`config.mk`:
```
export PLATFORM = sky130hd
export DESIGN_NAME = avr_spi_sckd_frame
export DESIGN_NICKNAME = d
export VERILOG_FILES = /design/src/rtl/avr_spi_pkg.sv /design/src/rtl/avr_spi_sckd_shreg.sv /design/src/rtl/avr_spi_sckd_frame.sv
export SDC_FILE = /design/constraint.sdc
export NUM_CORES = 1
export LEC_CHECK = 0
export ABC_AREA = 1
export CAP_MARGIN = 20
export CORE_ASPECT_RATIO = 1.1
export CORE_UTILIZATION = 51
export CTS_BUF_LIST = sky130_fd_sc_hd__clkbuf_8
export CTS_CLUSTER_SIZE = 24
export DETAILED_ROUTE_END_ITERATION = 10
export GPL_ROUTABILITY_DRIVEN = 0
export PLACE_DENSITY = 0.79
export SYNTH_ARGS = -nofsm -noshare
export SYNTH_HDL_FRONTEND = slang
export SYNTH_SLANG_ARGS = --single-unit
```
`constraint.sdc`:
```
create_clock -name clk_scki -period 1.8 [get_ports clk_scki]
set_clock_uncertainty 0.2 [all_clocks]
set_input_delay 0.36 -clock clk_scki [delete_from_list [all_inputs] [get_ports clk_scki]]
set_output_delay 0.36 -clock clk_scki [all_outputs]
set_load 0.01 [all_outputs]
```
`src/rtl/avr_spi_pkg.sv`:
```
// Shared types and helpers for the AVR SPI slave path.
// Includes the SCK-domain frame FSM states and the first-bit select used at frame start.
package avr_spi_pkg;

  localparam int SPI_DATA_W_MAX = 32;
  localparam int SPI_IDX_W      = $clog2(SPI_DATA_W_MAX);

  typedef struct packed {
    logic spe;
    logic mstr;
    logic dord;
    logic cpha;
  } spcr_t;

  typedef enum logic [1:0] {
    IDLE,
    FIRST,
    SHIFT
  } sckd_frame_state_e;

  // Bit that leaves the shifter first for a word of data_w bits.
  function automatic logic first_bit(input logic [SPI_DATA_W_MAX-1:0] word,
                                     input logic                      dord,
                                     input int                        data_w);
    return dord ? word[0] : word[SPI_IDX_W'(data_w - 1)];
  endfunction

endpackage

```
`src/rtl/avr_spi_sckd_shreg.sv`:
```
// Single shift register with parallel load, dord-selected direction and output-bit select.
// Build option AVR_SPI_SCKD_DORD_EN enables the LSB-first direction; without it the register is MSB-first only.
module avr_spi_sckd_shreg #(
  parameter int DATA_W = 8
) (
  input  logic              clk_scki,
  input  logic              rst_sckd_n,
  input  logic              dord,
  input  logic              load,
  input  logic              shift,
  input  logic              sin,
  input  logic [DATA_W-1:0] d,
  output logic [DATA_W-1:0] q,
  output logic [DATA_W-1:0] q_shift,
  output logic              out_bit
);

  logic [DATA_W-1:0] base;
  logic [DATA_W-1:0] q_nx;

  // A load combined with a shift yields the loaded word already advanced by one bit.
  always_comb begin
    base = load ? d : q;
`ifdef AVR_SPI_SCKD_DORD_EN
    q_shift = dord ? {sin, base[DATA_W-1:1]} : {base[DATA_W-2:0], sin};
    out_bit = dord ? q[0] : q[DATA_W-1];
`else
    q_shift = {base[DATA_W-2:0], sin};
    out_bit = q[DATA_W-1];
`endif
    q_nx = shift ? q_shift : base;
  end

`ifndef AVR_SPI_SCKD_DORD_EN
  logic unused_dord;
  assign unused_dord = dord;
`endif

  always_ff @(posedge clk_scki or negedge rst_sckd_n) begin
    if (!rst_sckd_n) q <= '0;
    else             q <= q_nx;
  end

endmodule

```
`src/rtl/avr_spi_sckd_frame.sv`:
```
// SCK-domain slave shift engine: MOSI/MISO shifting, RX/TX word handshakes, underrun/overrun flags.
// Build option AVR_SPI_SCKD_DORD_EN honours spcr.dord (LSB first); otherwise MSB first only.
//
// state | meaning
// IDLE  | disabled or just out of reset; an enabled edge is a frame-start edge
// FIRST | previous frame done; next edge samples bit 0 and loads the TX word
// SHIFT | bits 1..DATA_W-1 of the current frame
module avr_spi_sckd_frame
  import avr_spi_pkg::*;
#(
  parameter int                DATA_W     = 8,
  parameter logic [DATA_W-1:0] UNDER_FILL = '1,
  localparam int               CNT_W      = $clog2(DATA_W)
) (
  input  logic              clk_scki,
  input  logic              rst_sckd_n,
  input  spcr_t             core_sckd_spcr,
  input  logic              mosii,
  input  logic [DATA_W-1:0] core_sckd_tx_data,
  input  logic              core_sckd_tx_tog,
  input  logic              core_sckd_rx_ack,
  output logic              sckd_core_tx_ack,
  output logic [DATA_W-1:0] sckd_core_rx_data,
  output logic              sckd_core_rx_tog,
  output logic              sckd_core_ovr_tog,
  output logic              sckd_core_und_tog,
  output logic [CNT_W-1:0]  sckd_core_bitcnt,
  output logic              misoo_next
);

  sckd_frame_state_e state_q, state_nx;

  logic                      en;
  logic                      dord;
  logic                      frame_start;
  logic                      tx_load;
  logic                      last_bit;
  logic                      tx_pending;
  logic [DATA_W-1:0]         load_word;
  logic [SPI_DATA_W_MAX-1:0] load_word_ext;
  logic [DATA_W-1:0]         rx_q;
  logic [DATA_W-1:0]         rx_shift;
  logic                      tx_out_bit;
  logic                      rx_out_unused;
  logic [DATA_W-1:0]         tx_q_unused;
  logic [DATA_W-1:0]         tx_shift_unused;

  assign en = core_sckd_spcr.spe & ~core_sckd_spcr.mstr;

`ifdef AVR_SPI_SCKD_DORD_EN
  assign dord = core_sckd_spcr.dord;
  logic unused_cfg;
  assign unused_cfg = core_sckd_spcr.cpha;
`else
  assign dord = 1'b0;
  logic unused_cfg;
  assign unused_cfg = ^{core_sckd_spcr.cpha, core_sckd_spcr.dord};
`endif

  assign last_bit   = (sckd_core_bitcnt == CNT_W'(DATA_W - 1));
  assign tx_pending = (core_sckd_tx_tog != sckd_core_tx_ack);
  assign load_word  = tx_pending ? core_sckd_tx_data : UNDER_FILL;

  always_comb begin
    state_nx    = state_q;
    frame_start = 1'b0;
    tx_load     = 1'b0;
    case (state_q)
      IDLE, FIRST: begin
        frame_start = 1'b1;
        tx_load     = en;
        state_nx    = SHIFT;
      end
      SHIFT: begin
        if (last_bit) state_nx = FIRST;
      end
      default: state_nx = IDLE;
    endcase
    if (!en) state_nx = IDLE;
  end

  always_ff @(posedge clk_scki or negedge rst_sckd_n) begin
    if (!rst_sckd_n) state_q <= IDLE;
    else             state_q <= state_nx;
  end

  always_ff @(posedge clk_scki or negedge rst_sckd_n) begin
    if (!rst_sckd_n) begin
      sckd_core_bitcnt  <= '0;
      sckd_core_rx_data <= '0;
      sckd_core_rx_tog  <= 1'b0;
      sckd_core_ovr_tog <= 1'b0;
      sckd_core_und_tog <= 1'b0;
      sckd_core_tx_ack  <= 1'b0;
    end else if (en) begin
      sckd_core_bitcnt <= last_bit ? '0 : sckd_core_bitcnt + 1'b1;
      if (last_bit) begin
        sckd_core_rx_data <= rx_shift;
        sckd_core_rx_tog  <= ~sckd_core_rx_tog;
        // Overrun uses the ack as seen before this edge; rx_data is still overwritten.
        if (sckd_core_rx_tog != core_sckd_rx_ack) sckd_core_ovr_tog <= ~sckd_core_ovr_tog;
      end
      if (tx_load) begin
        if (tx_pending) sckd_core_tx_ack  <= core_sckd_tx_tog;
        else            sckd_core_und_tog <= ~sckd_core_und_tog;
      end
    end else begin
      sckd_core_bitcnt <= '0;
    end
  end

  avr_spi_sckd_shreg #(.DATA_W(DATA_W)) u_rx_shreg (
    .clk_scki   (clk_scki),
    .rst_sckd_n (rst_sckd_n),
    .dord       (dord),
    .load       (1'b0),
    .shift      (en),
    .sin        (mosii),
    .d          ('0),
    .q          (rx_q),
    .q_shift    (rx_shift),
    .out_bit    (rx_out_unused)
  );

  avr_spi_sckd_shreg #(.DATA_W(DATA_W)) u_tx_shreg (
    .clk_scki   (clk_scki),
    .rst_sckd_n (rst_sckd_n),
    .dord       (dord),
    .load       (tx_load),
    .shift      (en),
    .sin        (1'b0),
    .d          (load_word),
    .q          (tx_q_unused),
    .q_shift    (tx_shift_unused),
    .out_bit    (tx_out_bit)
  );

  logic unused_rx_q;
  assign unused_rx_q = ^rx_q;

  // Before the frame-start edge the shifter is not loaded yet, so the first bit comes from the word about to be loaded.
  always_comb begin
    load_word_ext               = '0;
    load_word_ext[DATA_W-1:0]   = load_word;
    misoo_next = frame_start ? first_bit(load_word_ext, dord, DATA_W) : tx_out_bit;
  end

endmodule

```
Word-level counts from Yosys, hierarchy flattened
Cells that the tools add are included.
Storage, ports and cells
  bits in registers: 32
  input bits: 17
  output and inout port bits: 16
  word-level logic and storage cells: 41
Operators by class
  $add $sub $neg: 1
  equal/unequal tests: 6
  mux-type cells: 11
  bitwise logic cells: 6
  reductions and logical operators: 7
Operators by type and width (count)
  8-bit two-way mux: 3
  3-bit AND reduction: 3
  3-bit two-way mux: 2
  1-bit NOT: 5
  2-bit two-way mux: 2
  2-bit one-hot mux with 2 select lines: 1
  3-bit by 1-bit adder with 3-bit output, second input constant: 1
  3-bit == test, second input constant: 1
  1-bit two-way mux: 3
  3-bit inequality test, second input constant: 1
  2-bit by 1-bit == test with 1-bit output, second input constant: 1
  2-bit == test, second input constant: 1
  2-bit logical NOT: 1
  1-bit inequality test: 2
  2-bit AND reduction: 1
  2-bit nonzero test: 1
  2-bit OR reduction: 1
  1-bit AND: 1

Depth between registers and ports, before layout
Gate-level depths: netlist of the first run.
  word-level depth: 5
  depth in mapped cells: 8
  depth with buffers taken out: 7

By module
A second synthesis of the first run with hierarchy kept.
Unflattened totals
  cell total of the unflattened synthesis: 252
  area total of the unflattened synthesis: 1871.8 um2
Modules (own cells, without submodules)
  avr_spi_sckd_shreg: times used 2, cells each 77, area an instance 519.2 um2
  avr_spi_sckd_frame: times used 1, cells each 98, area an instance 833.3 um2

Least setup slack after synthesis of the first run
No wires, ideal clock.
  kind: reg-to-reg
  from: register sckd_core_bitcnt[0]
  to: register sckd_core_rx_data[0]
  library setup time: 76 ps
  arrival: 1274 ps
  slack: 250 ps
  stages on the path, launching flop included: 9
  buffers on the path: 1
  cells stage by stage: dfrtp_1 > ha_1 > ha_1 > inv_1 > nor2_4 > inv_2 > buf_6 > nand2_1 > o21ai_1
Between the ends
  longest elaborated chain between the ends: 2
Ends and longest elaborated chain
  start, declared: line avr_spi_sckd_frame.sv:27  | output logic [CNT_W-1:0] sckd_core_bitcnt,
  start signal, assigned: line avr_spi_sckd_frame.sv:96  | sckd_core_bitcnt <= last_bit ? '0 : sckd_core_bitcnt + 1'b1;
  3-bit == test: line avr_spi_sckd_frame.sv:60  | assign last_bit = (sckd_core_bitcnt == CNT_W'(DATA_W - 1));
  2-bit AND reduction (no line)
  end signal, assigned: line avr_spi_sckd_frame.sv:98  | sckd_core_rx_data <= rx_shift;
  end, declared: line avr_spi_sckd_frame.sv:23  | output logic [DATA_W-1:0] sckd_core_rx_data,
No other way between the ends.
A chain may end at the register's enable or synchronous reset.

Final worst setup path of the first run
  from: register sckd_core_bitcnt[0]
  to: output port sckd_core_bitcnt[0]
No word-level cell between the ends.

==> results of run 1 <==
what timing repair did:
action	4_1_cts	5_1_grt
setup endpoints to repair	2	2
gates resized for setup	6	4
buffers inserted	0	0
hold buffers	0	0
pin swaps	0	1
worst min path at each step:
stage	from	to	slack [ps]	depth (start not counted)
after floorplan	rst_sckd_n	sckd_core_bitcnt[0]	-140	0
after global placement	state_q[0]	state_q[0]	230	1
after detailed placement	state_q[0]	state_q[0]	230	1
after CTS	state_q[0]	state_q[0]	240	1
after global routing	state_q[0]	state_q[0]	270	1
final	state_q[0]	state_q[0]	240	1
synth_stat cells:
cell / count
nand2_1: 40
dfrtp_1: 32
inv_1: 28
nand3_1: 20
o21ai_0: 10
o21ai_1: 7
nor2_1: 5
nor2_4: 4
inv_2: 3
xor2_1: 3
buf_2: 2
ha_1: 2
nand2_4: 2
buf_6: 1
nand2_2: 1
nor3_2: 1
xor2_2: 1
state kept, by name, indices dropped and copies added (netlist names), 2 cells and up:
| name | flops |
|---|---|
| u_tx_shreg.q | 8 |
| u_rx_shreg.q | 7 |
| sckd_core_rx_data | 8 |
| state_q | 2 |
| sckd_core_bitcnt | 3 |
kinds of logic after synthesis:
| family | Yosys count |
|---|---|
| compound gates | 17 |
| xor+xnor | 4 |
| fa+ha+maj | 2 |
| buf+inv | 34 |
| flops | 32 |
| simple gates | 73 |
worst register-to-register path, cell delays in order, from the launching register on:
cell     delay [ps]
dfrtp_1         400
ha_1            200
ha_1            170
inv_1           120
nor2_4           70
inv_2           210
nand2_1         100
o21ai_1          90
power by group through the flow:
stage | Combinational [mW] | Clock (mW) | Sequential, mW
CTS | 0.342 | 0.550 | 0.864
finish | 0.336 | 0.538 | 0.865
global route | 0.375 | 0.572 | 0.874
detailed placement | 0.339 | 0 | 0.875
global placement | 0.329 | 0 | 0.870
floorplan | 0.172 | 0 | 0.879
cell type report:
cell class,count,share of cell area
timing repair buffer,35,0.178
clock inverter,3,0.00996
inverter,31,0.0618
clock buffer,5,0.0365
sequential,32,0.425
tap,31,0.0206
multi-input combinational,96,0.268
metal layers:
metal | global-route usage | up-vias | wire length [µm]
li1 | - | 571 | -
met5 | 0 | - | 0
met3 | 0.0394 | 8 | 137
met1 | 0.269 | 562 | 1250
met4 | 0.0789 | 0 | 50
met2 | 0.376 | 35 | 1410
metrics by stage:
stage / setup WS, ps / power (mW) / hold WS, ps / instance area, µm² / TNS [ps]
floorplan: 250 / 1.05 / -136 / 1440 / 0
CTS: 8.29 / 1.76 / 243 / 1880 / 0
finish: 36.4 / 1.74 / 242 / 1880 / 0
global placement: -479 / 1.20 / 231 / 1800 / -479
detailed placement: -481 / 1.21 / 230 / 1800 / -481
global route: 11.0 / 1.82 / 268 / 1880 / 0
==> results.py, run 1 <==
metrics = {
    "sta": {
        "fmax_ghz": 0.567,
        "fin_crit_sh": 0.980,
        "finalSetupViolations": 0,
        "rsz0062_at_grt": "no",
        "hold_viol": 0,
        "worst_slew_pin_slew_ps": 394,
        "fin_crit_ps": 1760,
        "max-slew-margin-rel": 0.738,
        "slew_viol_final": 0,
    },
    "yosys": {
        "synth_largest_area_cell": "dfrtp_1",
        "synth_mux_area_frac": 0,
        "synth-compound-area-share": 0.0589,
        "synth.ff_latch_count": 32,
        "synthXorXnorAreaFrac": 0.0295,
        "ys.warnings.count": 0,
        "synth_area_mm2": 0.00144,
        "synth_top_area_frac": 0.555,
        "synth_simple_gate_area_frac": 0.244,
        "synthTopCellsByArea": "dfrtp_1 55%, nand2_1 10%, inv_1 7.3%",
        "syn_area_per_cell_um2": 8.91,
        "synthDistinctLibCells": 17,
        "synth_top_family_by_area": "simple AND/OR/NAND/NOR gates",
        "ys_seq_area_frac": 0.555,
        "syn_nets": 181,
        "synth_fa_ha_area_frac": 0.0173,
        "syn_inst": 162,
    },
    "worst_setup_path": {
        "cp_cell_sequence": "clkdlybuf4s50_1",
        "worstReg2RegStart": "sckd_core_bitcnt[0]",
        "critPathMaxStageDelay_ps": 550,
        "critical_path_arrival_ps": 1200,
        "r2r_setup_slack_ps": 160,
        "crit_slowest_cell": "clkdlybuf4s50_1",
        "crit_family": "buffers and inverters",
        "worstSetupStartpoint": "sckd_core_bitcnt[0]",
        "endpoint": "sckd_core_bitcnt[0]",
        "cp-start-kind": "flip-flop",
        "crit_required_ps": 1240,
        "cp_num_buf_inv": 1,
        "rr_endpoint": "sckd_core_rx_data[1]",
        "cp_num_cells": 1,
        "worst_setup_path_end_kind": "output port",
        "critical_path_class": "flip-flop to output port",
        "critical_path.max_fanout": 3,
        "rr_worst_depth": 7,
    },
    "drt": {
        "drc": 0,
        "drtAntennaViolNets": 0,
        "drt_iter0_drc": 29,
        "vias": 1176,
        "avgRoutedWirePerCell_um": 12.2,
        "wirelength_mm": 2.85,
        "dr.pass1.iters": 4,
        "post_drt_via_cell_ratio": 5.05,
    },
    "power": {
        "pwr-share-clk": 0.309,
        "p_int_mw": 1.24,
        "switching_power_uw": 502,
        "seqPwrFrac": 0.497,
        "ir_drop_mv": 0.904,
        "powerDensity_mw_per_mm2": 923,
        "leakage_nw": 0.986,
        "p_comb_frac": 0.193,
        "switching_share": 0.289,
    },
    "place": {
        "io_buffers": 30,
        "hpwlAfterDp_mm": 1.88,
        "dp.cells": 225,
    },
    "finish": {
        "fillers": 193,
        "fin_util": 0.727,
        "multi_input_area_um2": 505,
        "drive_gt1_frac": 0.134,
        "final_common_cell": "nand2_1",
        "fin_nets": 220,
        "antennaDiodeCount": 0,
        "most-common-layout-cells": "40 x nand2_1, 32 x dfrtp_1, 27 x inv_1, 25 x clkdlybuf4s50_1, 20 x nand3_1",
        "final_cells": 233,
        "area_delta_synth_final_pct": 30.5,
        "ff_latch_area_um2": 801,
    },
    "global_route": {
        "grt_use_total": 0.218,
        "grt_max_degree": 33,
        "grt_pass1_wl_mm": 4.91,
        "grt_pass1_vias": 1168,
        "grt_overflow": 0,
        "antenna_found_initial": 0,
    },
    "clock_tree": {
        "clock_sinks": 32,
        "cts_buffer_depth": 2,
        "clk_latency_ps": 280,
        "cts_tree": "built",
        "htree_levels": 2,
        "clkTransAtPathRegs_ps": 70,
        "cts_root_buf": "clkbuf_8",
        "cts_buffers": 5,
    },
    "flow_run": {
        "maxCapViolCount": 0,
    },
    "die": {
        "io_pins": 33,
        "std_cell_rows": 19,
        "die_w_um": 52.7,
        "coreArea_mm2": 0.00259,
        "die_area_mm2": 0.00305,
        "start_util": 0.557,
        "die_h_um": 57.8,
    },
    "outcome": {
        "status": "finished, final reports clean",
    },
    "min_path": {
        "hp-class": "flip-flop to flip-flop",
    },
}
Note: power is estimated with default switching activity, not from simulation.
==> run 2, diff against run 1 <==
- CAP_MARGIN: 20 -> 15
==> results of run 2 <==
Final layout, timing and power as in run 1 (identical DEF).
